[config.mk]
export PLATFORM = sky130hd
export DESIGN_NAME = complex_if_array
export DESIGN_NICKNAME = d
export VERILOG_FILES = /design/src/rtl/complex_if_array.sv
export SDC_FILE = /design/constraint.sdc
export NUM_CORES = 1
export LEC_CHECK = 0
export ABC_AREA = 1
export BUFFER_PORTS_ARGS = -buffer_cell sky130_fd_sc_hd__buf_2
export CORE_UTILIZATION = 45
export DETAILED_ROUTE_END_ITERATION = 12
export MAX_ROUTING_LAYER = met4
export PLACE_DENSITY = 0.77
export SLEW_MARGIN = 20
export SYNTH_ARGS = -nofsm -noshare
export SYNTH_HDL_FRONTEND = slang
export SYNTH_SLANG_ARGS = --single-unit
[constraint.sdc]
create_clock -name clk -period 2.3 [get_ports clk]
set_input_delay 0.46 -clock clk [delete_from_list [all_inputs] [get_ports clk]]
set_output_delay 0.46 -clock clk [all_outputs]
set_load 0.005 [all_outputs]
[src/rtl/complex_if_array.sv]
// complex_if_array: walks DEPTH elements of an external synchronous-read
// array, accumulating a mode-dependent function of each element, and pulses
// w_enable with the final sum in result.
// Optional feature: define COMPLEX_IF_WRITEBACK_EN to add a WB state after
// every EXEC that writes the low WIDTH bits of the running sum back to the
// element just read.
module complex_if_array #(
  parameter int WIDTH  = 8,
  parameter int DEPTH  = 4,
  parameter int ADDR_W = 2,
  parameter int RES_W  = 16
) (
  input  logic              clk,
  input  logic              rst,
  input  logic              r_enable,
  input  logic              init_i,
  output logic              controlArrWEnable_a,
  output logic [ADDR_W-1:0] controlArrAddr_a,
  input  logic [WIDTH-1:0]  controlArrRData_a,
  output logic [WIDTH-1:0]  controlArrWData_a,
  output logic              w_enable,
  output logic [RES_W-1:0]  result
);

  // Operand is built wide enough for 2*x and for the accumulator width.
  localparam int OP_W = ((WIDTH + 1) > RES_W) ? (WIDTH + 1) : RES_W;
  localparam logic [ADDR_W-1:0] LAST_IDX = ADDR_W'(DEPTH - 1);

`ifdef COMPLEX_IF_WRITEBACK_EN
  typedef enum logic [2:0] {
    S_IDLE  = 3'd0,
    S_FETCH = 3'd1,
    S_EXEC  = 3'd2,
    S_DONE  = 3'd3,
    S_WB    = 3'd4
  } state_t;
`else
  typedef enum logic [2:0] {
    S_IDLE  = 3'd0,
    S_FETCH = 3'd1,
    S_EXEC  = 3'd2,
    S_DONE  = 3'd3
  } state_t;
`endif

  state_t             state_q, state_d;
  logic               init_q, init_d;
  logic [RES_W-1:0]   acc_q, acc_d;
  logic [ADDR_W-1:0]  i_q, i_d;
  logic [ADDR_W-1:0]  addr_q, addr_d;
  logic               done_q, done_d;
  logic [RES_W-1:0]   result_q, result_d;
  logic [OP_W-1:0]    op_s;
  logic [RES_W-1:0]   acc_sum_s;
  logic               last_s;

  assign last_s = (i_q == LAST_IDX);

  // State register.
  always_ff @(posedge clk) begin
    if (rst) begin
      state_q <= S_IDLE;
    end else begin
      state_q <= state_d;
    end
  end

  // Next-state logic; r_enable only matters in IDLE.
  always_comb begin
    state_d = state_q;
    case (state_q)
      S_IDLE: begin
        if (r_enable) state_d = S_FETCH;
        else          state_d = S_IDLE;
      end
      S_FETCH: state_d = S_EXEC;
`ifdef COMPLEX_IF_WRITEBACK_EN
      S_EXEC:  state_d = S_WB;
      S_WB: begin
        if (last_s) state_d = S_DONE;
        else        state_d = S_FETCH;
      end
`else
      S_EXEC: begin
        if (last_s) state_d = S_DONE;
        else        state_d = S_FETCH;
      end
`endif
      S_DONE:  state_d = S_IDLE;
      default: state_d = S_IDLE;
    endcase
  end

  // Operand selection: zero elements map to a mode constant, others to x or 2x.
  always_comb begin
    if (controlArrRData_a == {WIDTH{1'b0}}) begin
      if (init_q) op_s = OP_W'(2);
      else        op_s = OP_W'(3);
    end else begin
      if (init_q) op_s = OP_W'(controlArrRData_a);
      else        op_s = OP_W'({controlArrRData_a, 1'b0});
    end
    acc_sum_s = acc_q + op_s[RES_W-1:0];
  end

  // Datapath next values; index advances only when leaving for another FETCH.
  always_comb begin
    init_d = init_q;
    acc_d  = acc_q;
    i_d    = i_q;
    case (state_q)
      S_IDLE: begin
        if (r_enable) begin
          init_d = init_i;
          acc_d  = {RES_W{1'b0}};
          i_d    = {ADDR_W{1'b0}};
        end else begin
          init_d = init_q;
        end
      end
      S_EXEC: begin
        acc_d = acc_sum_s;
`ifndef COMPLEX_IF_WRITEBACK_EN
        if (!last_s) i_d = i_q + ADDR_W'(1);
        else         i_d = i_q;
`endif
      end
`ifdef COMPLEX_IF_WRITEBACK_EN
      S_WB: begin
        if (!last_s) i_d = i_q + ADDR_W'(1);
        else         i_d = i_q;
      end
`endif
      default: begin
        i_d = i_q;
      end
    endcase
  end

  // Output next values: address tracks i in FETCH/WB, result loads on entering DONE.
  always_comb begin
`ifdef COMPLEX_IF_WRITEBACK_EN
    if ((state_d == S_FETCH) || (state_d == S_WB)) addr_d = i_d;
    else                                            addr_d = addr_q;
`else
    if (state_d == S_FETCH) addr_d = i_d;
    else                    addr_d = addr_q;
`endif
    done_d = (state_d == S_DONE);
    if (done_d) result_d = acc_d;
    else        result_d = result_q;
  end

  // Datapath and output registers.
  always_ff @(posedge clk) begin
    if (rst) begin
      init_q   <= 1'b0;
      acc_q    <= {RES_W{1'b0}};
      i_q      <= {ADDR_W{1'b0}};
      addr_q   <= {ADDR_W{1'b0}};
      done_q   <= 1'b0;
      result_q <= {RES_W{1'b0}};
    end else begin
      init_q   <= init_d;
      acc_q    <= acc_d;
      i_q      <= i_d;
      addr_q   <= addr_d;
      done_q   <= done_d;
      result_q <= result_d;
    end
  end

`ifdef COMPLEX_IF_WRITEBACK_EN
  logic             wen_q, wen_d;
  logic [WIDTH-1:0] wdata_q, wdata_d;
  logic [OP_W-1:0]  acc_ext_s;

  // Write strobe is high only for the WB cycle; data is the updated sum.
  always_comb begin
    acc_ext_s = OP_W'(acc_d);
    wen_d     = (state_d == S_WB);
    if (wen_d) wdata_d = acc_ext_s[WIDTH-1:0];
    else       wdata_d = wdata_q;
  end

  // Writeback port registers.
  always_ff @(posedge clk) begin
    if (rst) begin
      wen_q   <= 1'b0;
      wdata_q <= {WIDTH{1'b0}};
    end else begin
      wen_q   <= wen_d;
      wdata_q <= wdata_d;
    end
  end

  assign controlArrWEnable_a = wen_q;
  assign controlArrWData_a   = wdata_q;
`else
  assign controlArrWEnable_a = 1'b0;
  assign controlArrWData_a   = {WIDTH{1'b0}};
`endif

  assign controlArrAddr_a = addr_q;
  assign w_enable         = done_q;
  assign result           = result_q;

endmodule

== Yosys cells after proc, flatten, opt, wreduce, memory -nomap -nowiden ==
Cells that the tools add are included.

* Logic and storage cells: 28
* Register bits: 41

* Reductions and logical operators: 3
* Add/subtract/negate cells: 2
* Muxes and demuxes: 11
* Eq/ne operators: 5

{| class="wikitable"
|+ Operators with widths
! operator !! number
|-
| $mux W16 || 2
|-
| $pmux W16 S2 || 1
|-
| $add A16 B16 Y16 || 1
|-
| $mux W9 || 1
|-
| $pmux W3 S3 || 1
|-
| $logic_not A8 Y1 || 1
|-
| $eq A3 B1 Y1 const B || 2
|-
| $eq A3 B2 Y1 const B || 2
|-
| $mux W2 || 3
|-
| $pmux W2 S2 || 1
|-
| $logic_not A3 Y1 || 1
|-
| $add A2 B1 Y2 const B || 1
|-
| $eq A2 B2 Y1 const B || 1
|-
| $mux W1 || 2
|-
| $reduce_and A2 Y1 || 1
|}

== Logic depth before layout (Yosys ltp) ==
Gate-level depths: netlist of the first run.

* Depth after elaboration: 4
* Mapped depth: 18

== Worst setup path after synthesis of the first run ==
No wires, ideal clock.

* Path type: input -> register
* Start: input controlArrRData_a[0]
* End: register result_q[8], in the netlist result[8]
* Arrival: 2.256 ns
* Path slack: -0.065 ns
* Required time: 2.191 ns
* Stages on the path: 18
* Path buffers: 0
* Path through: inv_1 > nand2_1 > nor4_1 > nor2_1 > a21oi_1 > ha_1 > inv_1 > fa_1 > inv_1 > nand3_1 > nand3_1 > nand3_1 > nand2_1 > nand2_1 > nand3_1 > nand3_1 > nand2_1 > inv_1

* Cells in the longest elaborated chain, start to end: 4

{| class="wikitable"
|+ RTL lines
! element !! line !! RTL
|-
| start: declaration || 19 || <nowiki>input logic [WIDTH-1:0] controlArrRData_a,</nowiki>
|-
| $logic_not A8 Y1 / $mux W9 (equally long branches) || 96, 100 ||
|-
| $mux W16 (*) || 96 || <nowiki>if (controlArrRData_a == {WIDTH{1'b0}}) begin</nowiki>
|-
| $add A16 B16 Y16 (*) || 103 || <nowiki>acc_sum_s = acc_q + op_s[RES_W-1:0];</nowiki>
|-
| $pmux W16 S2 (*) || 111 || <nowiki>case (state_q)</nowiki>
|-
| end signal: assignment || 162 || <nowiki>result_q <= {RES_W{1'b0}};</nowiki>
|-
| end signal: assignment || 169 || <nowiki>result_q <= result_d;</nowiki>
|-
| end: declaration || 52 || <nowiki>logic [RES_W-1:0] result_q, result_d;</nowiki>
|}

Mark *: on every way between the ends. The rest lies on a longest branch, timed or not.
A chain may end at the register's enable or synchronous reset.

== Worst setup path after layout of the first run ==
* Start: input controlArrRData_a[1]
* End: register result_q[8], in the netlist result[8]

Same word-level chain as after synthesis.

==> results.sh, run 1 <==
export IMPL_cts_made_buffers=5
export IMPL_cp_data_arrival_time_ps=2430
export IMPL_fillers=463
export IMPL_ys_warnings_count=0
export IMPL_cp_data_required_time_ps=2510
export IMPL_finalMaxSlewViolations=0
export IMPL_initial_core_util_pct=47.8
export IMPL_via_per_inst=4.83
export IMPL_grt_max_degree=32
export IMPL_dr_first_iter_drc_count=105
export IMPL_dp_hpwl_mm=3.83
export IMPL_ctsRootBufferMaster="sky130_fd_sc_hd__clkbuf_8"
export IMPL_detail_route_first_pass_iterations=4
export IMPL_cp_slowest_cell="sky130_fd_sc_hd__fa_2"
export IMPL_timing_final_crit_share_pct=96.9
export IMPL_vias_in_the_first_global_route=1944
export IMPL_whs_endpoint="init_q"
export IMPL_total_via_count_after_detailed_routing=2219
export IMPL_rsz0062_at_grt="yes"
export IMPL_maximum_clock_path_buffer_count=2
export IMPL_critical_path_s_top_delay_family="simple AND/OR/NAND/NOR gates"
export IMPL_power_share_combinational_pct=14.7
export IMPL_cts_clk_slew_worst_paths_ps=80
export IMPL_layout_nets=413
export IMPL_h_tree_depth=2
export IMPL_critical_path_top_cell_by_count="sky130_fd_sc_hd__nand3_2"
export IMPL_synth_seq_area_share_pct=34.8
export IMPL_drt_total_wl_mm=5.24
export IMPL_grt_pass1_wl_mm=8.63
export IMPL_setup_viol=0
export IMPL_sequentialPowerShare_pct=48.0
export IMPL_critical_path_cell_chain="buf_2, inv_1, nand2_2, nor4_4, nor2_1, a21oi_1, ha_2, inv_2, fa_2, inv_2, nand3_2, nand3_2, nand3_2, nand2_1, nand2_1, nand3_2, nand3_1, nand2_1, inv_1"
export IMPL_ys_types=29
export IMPL_worstHoldStart="init_i"
export IMPL_switching_power_uw=384
export IMPL_ant_cells=0
export IMPL_synthesis_area_um2=2300
export IMPL_worst_r2r_path_depth=12
export IMPL_setup_total_negative_slack_ps=0
export IMPL_drive_above_1_share_pct=21.4
export IMPL_power_frac_clock_pct=37.3
export IMPL_finalHoldViolCount=0
export IMPL_worst_r2r_endpoint="result[8]"
export IMPL_switching_share_pct=25.8
export IMPL_critical_path_peak_fanout=4
export IMPL_antenna_left=0
export IMPL_worst_r2r_setup_slack_ps=140
export IMPL_cp_end_kind="register"
export IMPL_core_rowCount=25
export IMPL_p_leak_nw=1.40
export IMPL_synthCells=353
export IMPL_overflow=0
export IMPL_pwr_density_cell_nw_per_um2=544
export IMPL_timing_worst_setup_path_type="input pin to register"
export IMPL_fp_dieW_um=73.5
export IMPL_fmax_ghz=0.449
export IMPL_cts_tree="yes"
export IMPL_min_path_type="input pin to register"
export IMPL_slowest_delay_ps=330
export IMPL_design_core_area_um2=4820
export IMPL_final_core_util_pct=56.9
export IMPL_finalCriticalPeriod_ps=2230
export IMPL_worstHoldPathCells=3
export IMPL_tritoncts_num_sinks=40
export IMPL_synthToLayoutAreaGrowth_pct=19.2
export IMPL_r2r_start="init_q"
export IMPL_hold_buffers=0
export IMPL_vdd_drop_max_mv=0.436
export IMPL_synth_area_per_cell_um2=6.52
export IMPL_insertion_delay_ps=300
export IMPL_antenna_found_initial=0
export IMPL_grt_util_all_layers_pct=21.5
export IMPL_critical_path_n_buffers_inverters=5
export IMPL_worstSetupStartpointType="input pin"
export IMPL_cell_internal_pwr_mw=1.11
export IMPL_io_pins=40
export IMPL_die_area_um2=5400
export IMPL_routed_wire_length_per_instance_um=11.4
export IMPL_cap_violations=0
export IMPL_gp_congestion=0.885
export IMPL_fin_skew_ps=10.5
export IMPL_remaining_drc_errors=0
export IMPL_status="finished clean"
export IMPL_port_buffers=30
export IMPL_die_height_um=73.5
export IMPL_ff_latch_count_synth=40
cell usage after synthesis (all sizes together):
| cell | n | area (µm²) |
|---|---|---|
| a21oi | 22 | 110 |
| a22oi | 1 | 7.51 |
| buf | 13 | 103 |
| clkbuf | 5 | 18.8 |
| clkinv | 1 | 5.00 |
| conb | 1 | 3.75 |
| dfxtp | 40 | 801 |
| fa | 1 | 20.0 |
| ha | 9 | 113 |
| inv | 52 | 198 |
| nand2 | 93 | 354 |
| nand3 | 30 | 150 |
| nand3b | 1 | 7.51 |
| nand4 | 4 | 25.0 |
| nor2 | 44 | 188 |
| nor3 | 2 | 10.0 |
| nor4 | 1 | 6.26 |
| o211ai | 4 | 30.0 |
| o21ai | 25 | 125 |
| o21bai | 1 | 7.51 |
| o22ai | 1 | 6.26 |
| or2 | 2 | 12.5 |
layout by cell type (no fill, tap or decap), drive strengths merged, types with 4 or more instances in the layout:
cell type,netlist,layout
nand2,93,93
inv,52,52
nor2,44,44
buf,13,41
dfxtp,40,40
nand3,30,30
o21ai,25,25
a21oi,22,22
conb,1,9
ha,9,9
clkbuf,5,6
nand4,4,4
o211ai,4,4
flip-flops by register name (all words and copies together) (netlist names):
register and cells:
result 16, init_q 1, w_enable 1, state_q 2, controlArrAddr_a 2, i_q 2
acc_q 16
kinds of logic after synthesis:
logic type                 Yosys count  share of synthesized area (%)
other                                1                          0.163
DFF                                 40                           34.8
AOI/OAI and AO/OA                   54                           12.5
buffers and inverters               71                           14.1
and+or+nand+nor                    177                           32.7
adders and majority gates           10                           5.76
per-stage QoR:
stage	hold WS (ps)	std cells	power (mW)	cell area (µm²)	setup slack (ps)
after CTS	449	456	1.48	2640	13.8
after detailed placement	483	448	0.932	2530	-305
after floorplan	470	361	0.878	2360	-13.1
after global routing	531	459	1.56	2740	-95.5
final	460	459	1.49	2740	71.9
after global placement	479	448	0.927	2530	-224
worst max-delay path by stage:
stage | depth (start not counted) | endpoint | from
2_1_floorplan | 18 | result[8] | controlArrRData_a[0]
3_3_place_gp | 19 | result[8] | controlArrRData_a[1]
3_5_place_dp | 19 | result[8] | controlArrRData_a[1]
4_1_cts | 19 | result[8] | controlArrRData_a[1]
5_1_grt | 18 | result[12] | controlArrRData_a[6]
6_report | 19 | result[8] | controlArrRData_a[1]
metal layers:
metal / global-route usage [%] / share of wire, %
met1: 29.7 / 49
met2: 30.2 / 44
met3: 3.98 / 4.9
met4: 10.0 / 2.1
met5: - / 0
tightest hold or removal path: stages:
cell and delay [ps]:
sky130_fd_sc_hd__buf_2 70, sky130_fd_sc_hd__o21ai_0 80, sky130_fd_sc_hd__a21oi_1 110
repair_timing:
item / in CTS / in global routing
setup endpoints to repair: 0 / 24
endpoints found under the hold margin: 0 / 0
gates resized for setup: 0 / 24
setup buffers: 0 / 3
power groups by stage:
stage / Sequential [mW] / Combinational [mW] / Clock (mW)
after floorplan: 0.728 / 0.150 / 0
after global placement: 0.731 / 0.196 / 0
after detailed placement: 0.732 / 0.200 / 0
after CTS: 0.716 / 0.201 / 0.568
after global routing: 0.718 / 0.248 / 0.597
final: 0.716 / 0.219 / 0.557
area by class of cell:
| cell class | count | area, µm² | area share [%] |
|---|---|---|---|
| clock inverter | 2 | 35.0 | 1.28 |
| timing repair buffer | 41 | 258 | 9.40 |
| inverter | 53 | 203 | 7.39 |
| tap | 67 | 83.8 | 3.06 |
| sequential | 40 | 802 | 29.2 |
| clock buffer | 6 | 72.6 | 2.65 |
| multi-input combinational | 250 | 1290 | 47.0 |
Note: power is estimated with default switching activity, not from simulation.
==> run 2: changes to the inputs <==
--- a/config.mk
+++ b/config.mk
@@ -5,7 +5,6 @@
 export SDC_FILE = /design/constraint.sdc
 export NUM_CORES = 1
 export LEC_CHECK = 0
-export ABC_AREA = 1
 export BUFFER_PORTS_ARGS = -buffer_cell sky130_fd_sc_hd__buf_2
 export CORE_UTILIZATION = 45
 export DETAILED_ROUTE_END_ITERATION = 12
==> results.sh, run 2 <==
export IMPL_final_critical_path_setup_slack_ps=-514
export IMPL_synthCells=252
export IMPL_drive_above_1_share_pct=37.9
export IMPL_whs_endpoint="init_q"
export IMPL_grt_pass1_wl_mm=8.13
export IMPL_ys_warnings_count=0
export IMPL_ys_types=48
export IMPL_pwr_density_cell_nw_per_um2=490
export IMPL_finalCriticalPeriod_ps=2810
export IMPL_synth_top_cells_by_area="sky130_fd_sc_hd__dfxtp_1 (36%), sky130_fd_sc_hd__nor2_1 (7.1%), sky130_fd_sc_hd__ha_1 (5.1%)"
export IMPL_rsz0062_at_grt="yes"
export IMPL_synth_edff_count=0
export IMPL_initial_core_util_pct=47.0
export IMPL_maximum_clock_path_buffer_count=2
export IMPL_power_share_combinational_pct=16.7
export IMPL_synth_top_area_share_pct=36.1
export IMPL_layout_nets=335
export IMPL_antenna_left=0
export IMPL_fp_dieW_um=72.2
export IMPL_core_rowCount=25
export IMPL_synth_seq_area_share_pct=36.1
export IMPL_critical_path_peak_fanout=3
export IMPL_design_core_area_um2=4720
export IMPL_cap_violations=0
export IMPL_synthesis_area_um2=2220
export IMPL_worst_r2r_endpoint="result[10]"
export IMPL_p_leak_nw=1.24
export IMPL_dr_first_iter_drc_count=87
export IMPL_cts_tree="yes"
export IMPL_cts_clk_slew_worst_paths_ps=80
export IMPL_yosysMostFrequentCell="sky130_fd_sc_hd__nor2_1"
export IMPL_synth_area_per_cell_um2=8.80
export IMPL_dp_hpwl_mm=3.35
export IMPL_hold_buffers=0
export IMPL_worst_r2r_path_depth=9
export IMPL_gp_congestion=0.805
export IMPL_ff_latch_count_synth=40
export IMPL_worstHoldStart="init_i"
export IMPL_cts_made_buffers=5
export IMPL_switching_power_uw=384
export IMPL_setup_total_negative_slack_ps=-5070
export IMPL_finalInstanceArea_um2=2940
export IMPL_remaining_drc_errors=0
export IMPL_synthArstFlopShare_pct=0
export IMPL_cp_data_arrival_time_ps=3030
export IMPL_grt_util_all_layers_pct=20.4
export IMPL_mostFrequentLayoutCells="sky130_fd_sc_hd__nor2_1 (39), sky130_fd_sc_hd__dfxtp_1 (39), sky130_fd_sc_hd__buf_4 (34), sky130_fd_sc_hd__buf_2 (28), sky130_fd_sc_hd__nand2_1 (15)"
export IMPL_power_frac_clock_pct=33.9
export IMPL_ant_cells=0
export IMPL_die_height_um=72.2
export IMPL_sequentialPowerShare_pct=49.4
export IMPL_grt_max_degree=49
export IMPL_r2r_start="init_q"
export IMPL_setup_viol=22
export IMPL_min_path_type="input pin to register"
export IMPL_worst_slew_margin_rel_pct=46.1
export IMPL_overflow=0
export IMPL_vias_in_the_first_global_route=1865
export IMPL_yosys_most_used_dff="sky130_fd_sc_hd__dfxtp_1"
export IMPL_drt_total_wl_mm=5.15
export IMPL_synthTopCellsByCount="sky130_fd_sc_hd__nor2_1 (42), sky130_fd_sc_hd__dfxtp_1 (40), sky130_fd_sc_hd__nand2_1 (15)"
export IMPL_finalMaxSlewViolations=0
export IMPL_cp_data_required_time_ps=2520
export IMPL_synthToLayoutAreaGrowth_pct=32.6
export IMPL_worst_slew_pin_transition_ps=808
export IMPL_cp_end_kind="register"
export IMPL_fmax_ghz=0.355
export IMPL_total_via_count_after_detailed_routing=1990
export IMPL_fin_skew_ps=4.51
export IMPL_tritoncts_num_sinks=40
export IMPL_worstSetupStartpointType="input pin"
export IMPL_port_buffers=30
export IMPL_violations="negative setup slack"
export IMPL_switching_share_pct=26.6
export IMPL_cell_internal_pwr_mw=1.06
export IMPL_die_area_um2=5210
export IMPL_dpl_instance_area_um2=2600
export IMPL_hold_slack_ps=398
export IMPL_timing_worst_setup_path_type="input pin to register"
export IMPL_status="finished with violations"
export IMPL_worst_r2r_setup_slack_ps=-280
export IMPL_vdd_drop_max_mv=0.404
export IMPL_timing_final_crit_share_pct=122
export IMPL_worstHoldPathCells=3
export IMPL_via_per_inst=5.22
export IMPL_insertion_delay_ps=300
export IMPL_io_pins=40
export IMPL_detail_route_first_pass_iterations=4
export IMPL_antenna_found_initial=0
export IMPL_ctsRootBufferMaster="sky130_fd_sc_hd__clkbuf_8"
export IMPL_synth_largest_area_cell="sky130_fd_sc_hd__dfxtp_1"
export IMPL_totalPowerFinal_mw=1.44
export IMPL_routed_wire_length_per_instance_um=13.5
export IMPL_h_tree_depth=2
export IMPL_finalHoldViolCount=0
export IMPL_fillers=390
run 2: cell families (layout without fill, tap and decap cells):
family                     Yosys count  count (layout)  synth area share (%)
and+or+nand+nor                     97              97                  21.6
adders and majority gates           10              10                  5.98
other                                1               9                 0.169
DFF                                 40              40                  36.1
buffers and inverters               25              79                  5.92
xor gates and xnor gates             9               9                  3.55
muxes                               13              13                  6.54
AOI/OAI and AO/OA                   57              57                  20.1
run 2: worst max-delay path by stage:
stage | from | endpoint | slack [ps]
3_5_place_dp | controlArrRData_a[3] | result[10] | -810
5_1_grt | controlArrRData_a[3] | result[10] | -650
6_report | controlArrRData_a[3] | result[10] | -510
3_3_place_gp | controlArrRData_a[3] | result[10] | -730
2_1_floorplan | controlArrRData_a[3] | result[10] | -500
4_1_cts | controlArrRData_a[3] | result[12] | -510
run 2: timing repair:
item,4_1_cts,5_1_grt
endpoints found under the setup margin,24,26
gates resized for setup,11,25
pin swaps,14,28
setup buffers,4,8
endpoints found under the hold margin,0,0
run 2: area by class of cell:
class / count / area (µm²) / area share, %
Clock buffer: 6 / 82.6 / 2.81
Clock inverter: 2 / 10.0 / 0.340
Inverter: 3 / 11.3 / 0.383
Multi-Input combinational cell: 195 / 1480 / 50.4
Sequential cell: 40 / 805 / 27.4
Tap cell: 67 / 83.8 / 2.85
Timing Repair Buffer: 68 / 467 / 15.9
run 2: routing by layer:
| layer | track usage, % | part of all wire (%) |
|---|---|---|
| met5 | - | 0 |
| met4 | 4.58 | 2.0 |
| met3 | 5.14 | 3.7 |
| met2 | 35.4 | 52 |
| met1 | 23.7 | 43 |
run 2: power by group through the flow:
stage	Sequential, mW	Combinational [mW]	Clock (mW)
5_1_grt	0.714	0.261	0.533
4_1_cts	0.713	0.216	0.497
3_3_place_gp	0.728	0.201	0
6_report	0.712	0.240	0.489
3_5_place_dp	0.729	0.205	0
2_1_floorplan	0.725	0.135	0
run 2: critical path, stage by stage:
cell and delay (ps):
sky130_fd_sc_hd__buf_8 100, sky130_fd_sc_hd__nor4_4 240, sky130_fd_sc_hd__nand2_1 110, sky130_fd_sc_hd__nor2_2 130
sky130_fd_sc_hd__a22o_1 150, sky130_fd_sc_hd__ha_2 180, sky130_fd_sc_hd__inv_2 40, sky130_fd_sc_hd__fa_2 330
sky130_fd_sc_hd__and2b_1 240, sky130_fd_sc_hd__o2111ai_2 140, sky130_fd_sc_hd__a21boi_2 210, sky130_fd_sc_hd__o211ai_1 180
sky130_fd_sc_hd__mux2_4 350, sky130_fd_sc_hd__a211oi_2 170
run 2: stage by stage:
step | utilization (%) | setup slack [ps] | instances
6_report | 62.3 | -514 | 381
5_1_grt | 62.3 | -646 | 381
4_1_cts | 58.6 | -511 | 374
3_5_place_dp | 55.1 | -808 | 362
3_3_place_gp | 55.1 | -734 | 362
2_1_floorplan | - | -500 | 260
==> run 3: changes to the inputs <==
--- a/config.mk
+++ b/config.mk
@@ -6,6 +6,7 @@
 export NUM_CORES = 1
 export LEC_CHECK = 0
 export BUFFER_PORTS_ARGS = -buffer_cell sky130_fd_sc_hd__buf_2
+export CORE_ASPECT_RATIO = 1.75
 export CORE_UTILIZATION = 45
 export DETAILED_ROUTE_END_ITERATION = 12
 export MAX_ROUTING_LAYER = met4
==> results.sh, run 3 (same netlist as run 2, synthesis figures left out) <==
export IMPL_status="finished with violations"
export IMPL_violations="negative setup slack"
export IMPL_cp_data_arrival_time_ps=3050
export IMPL_min_path_type="input pin to register"
export IMPL_die_height_um=94.9
export IMPL_vdd_drop_max_mv=0.507
export IMPL_sequentialPowerShare_pct=50.1
export IMPL_fmax_ghz=0.357
export IMPL_p_leak_nw=1.22
export IMPL_rsz0062_at_grt="yes"
export IMPL_io_pins=40
export IMPL_grt_pass1_wl_mm=8.08
export IMPL_cell_count_post_placement=347
export IMPL_timing_final_crit_share_pct=122
export IMPL_critical_path_cell_chain="buf_6, nor4_4, nand2_1, nor2_2, a22o_1, ha_2, inv_2, fa_2, and2b_1, o2111ai_2, a21boi_2, buf_4, o21ai_4, or4_1, nand3_1"
export IMPL_antenna_found_initial=0
export IMPL_maximum_clock_path_buffer_count=2
export IMPL_insertion_delay_ps=300
export IMPL_switching_share_pct=26.1
export IMPL_hold_buffers=0
export IMPL_cts_made_buffers=5
export IMPL_setup_viol=26
export IMPL_hold_slack_ps=424
export IMPL_switching_power_uw=372
export IMPL_timing_worst_setup_path_type="input pin to register"
export IMPL_dp_hpwl_mm=3.51
export IMPL_port_buffers=30
export IMPL_cell_internal_pwr_mw=1.05
export IMPL_routed_wire_length_per_instance_um=14.1
export IMPL_core_rowCount=33
export IMPL_final_critical_path_setup_slack_ps=-504
export IMPL_worst_slew_pin_transition_ps=788
export IMPL_detail_route_first_pass_iterations=4
export IMPL_fp_dieW_um=55.1
export IMPL_synthToLayoutAreaGrowth_pct=31.8
export IMPL_die_area_um2=5230
export IMPL_power_share_combinational_pct=16.3
export IMPL_vias_in_the_first_global_route=1917
export IMPL_total_via_count_after_detailed_routing=1989
export IMPL_fin_skew_ps=4.47
export IMPL_cap_violations=0
export IMPL_remaining_drc_errors=0
export IMPL_worstSetupStartpointType="input pin"
export IMPL_ant_cells=0
export IMPL_tritoncts_num_sinks=40
export IMPL_cts_tree="yes"
export IMPL_gp_congestion=0.867
export IMPL_finalCriticalPeriod_ps=2800
export IMPL_finalHoldViolCount=0
export IMPL_post_route_non_filler_standard_cell_count=364
export IMPL_worst_slew_margin_rel_pct=47.5
export IMPL_fillers=408
export IMPL_cp_slowest_cell="sky130_fd_sc_hd__or4_1"
export IMPL_ctsRootBufferMaster="sky130_fd_sc_hd__clkbuf_8"
export IMPL_cts_clk_slew_worst_paths_ps=70
export IMPL_critical_path_peak_fanout=3
export IMPL_h_tree_depth=2
export IMPL_grt_util_all_layers_pct=21.6
export IMPL_grt_max_degree=49
export IMPL_final_core_util_pct=62.1
export IMPL_via_per_inst=5.46
export IMPL_drive_above_1_share_pct=38.8
export IMPL_pwr_density_cell_nw_per_um2=488
export IMPL_power_frac_clock_pct=33.6
export IMPL_finalMaxSlewViolations=0
export IMPL_slowest_delay_ps=400
export IMPL_dr_first_iter_drc_count=35
export IMPL_layout_nets=333
export IMPL_design_core_area_um2=4710
export IMPL_cp_data_required_time_ps=2540
export IMPL_cp_end_kind="register"
export IMPL_drt_total_wl_mm=5.14
export IMPL_antenna_left=0
export IMPL_initial_core_util_pct=47.1
export IMPL_overflow=0
export IMPL_mostFrequentLayoutCells="sky130_fd_sc_hd__nor2_1 (39), sky130_fd_sc_hd__dfxtp_1 (39), sky130_fd_sc_hd__buf_4 (32), sky130_fd_sc_hd__buf_2 (28), sky130_fd_sc_hd__nand2_1 (15)"
run 3: changes by cell type in the layout (fill, tap and decap cells not counted), sizes merged:
cell	previous run	this run
buf	68	66
run 3: layout make-up:
type,instances,area (µm²),share of cell area (%)
clock inverter,2,10.0,0.342
sequential,40,805,27.5
multi-input combinational,195,1490,51.1
timing repair buffer,66,457,15.6
inverter,3,11.3,0.385
clock buffer,6,82.6,2.82
tap,52,65.1,2.23
run 3: power by group through the flow:
stage | Combinational, mW | Sequential (mW) | Clock [mW]
finish | 0.232 | 0.715 | 0.479
global route | 0.254 | 0.716 | 0.522
CTS | 0.215 | 0.714 | 0.490
detailed placement | 0.204 | 0.730 | 0
global placement | 0.200 | 0.730 | 0
floorplan | 0.135 | 0.725 | 0
run 3: worst max-delay path: cells and delay by family:
family                   cells  cell delay (ps)
buffers and inverters        3              290
AO/OA/AOI/OAI                4              560
adder cells (fa/ha/maj)      2              530
AND/OR/NAND/NOR              6             1200
run 3: path summary, 6_finish.rpt:
path	start	to	slack, ps	depth (start not counted)
setup / recovery	controlArrRData_a[3]	acc_q[14]	-500	15
hold reg to reg	result[9]	result[9]	470	2
setup reg to reg	init_q	acc_q[14]	-240	12
hold / removal	init_i	init_q	420	3
run 3: per-layer routing:
metal  vias to the layer above  global-route usage, %  share of wire [%]
li1                       1004                      -                  -
met1                       931                   22.4                 38
met2                        38                   36.4                 55
met3                        16                   4.35                2.9
met4                         0                   11.5                3.8
met5                         -                      -                  0
run 3: through the flow:
stage                     total power [mW]  instance area [µm²]  TNS [ps]  setup WS (ps)
after detailed placement             0.935                 2590    -14600           -755
after global placement               0.930                 2590    -13060           -723
final                                 1.43                 2920     -7300           -504
after global routing                  1.49                 2920    -10700           -643
after floorplan                      0.860                 2290     -4900           -500
after CTS                             1.42                 2750     -6160           -438
run 3: what timing repair did:
item                       CTS  global route
gates cloned                 0             0
setup endpoints to repair   25            28
pin swaps                    3            18
buffers inserted             2             8
resized for setup            9            24
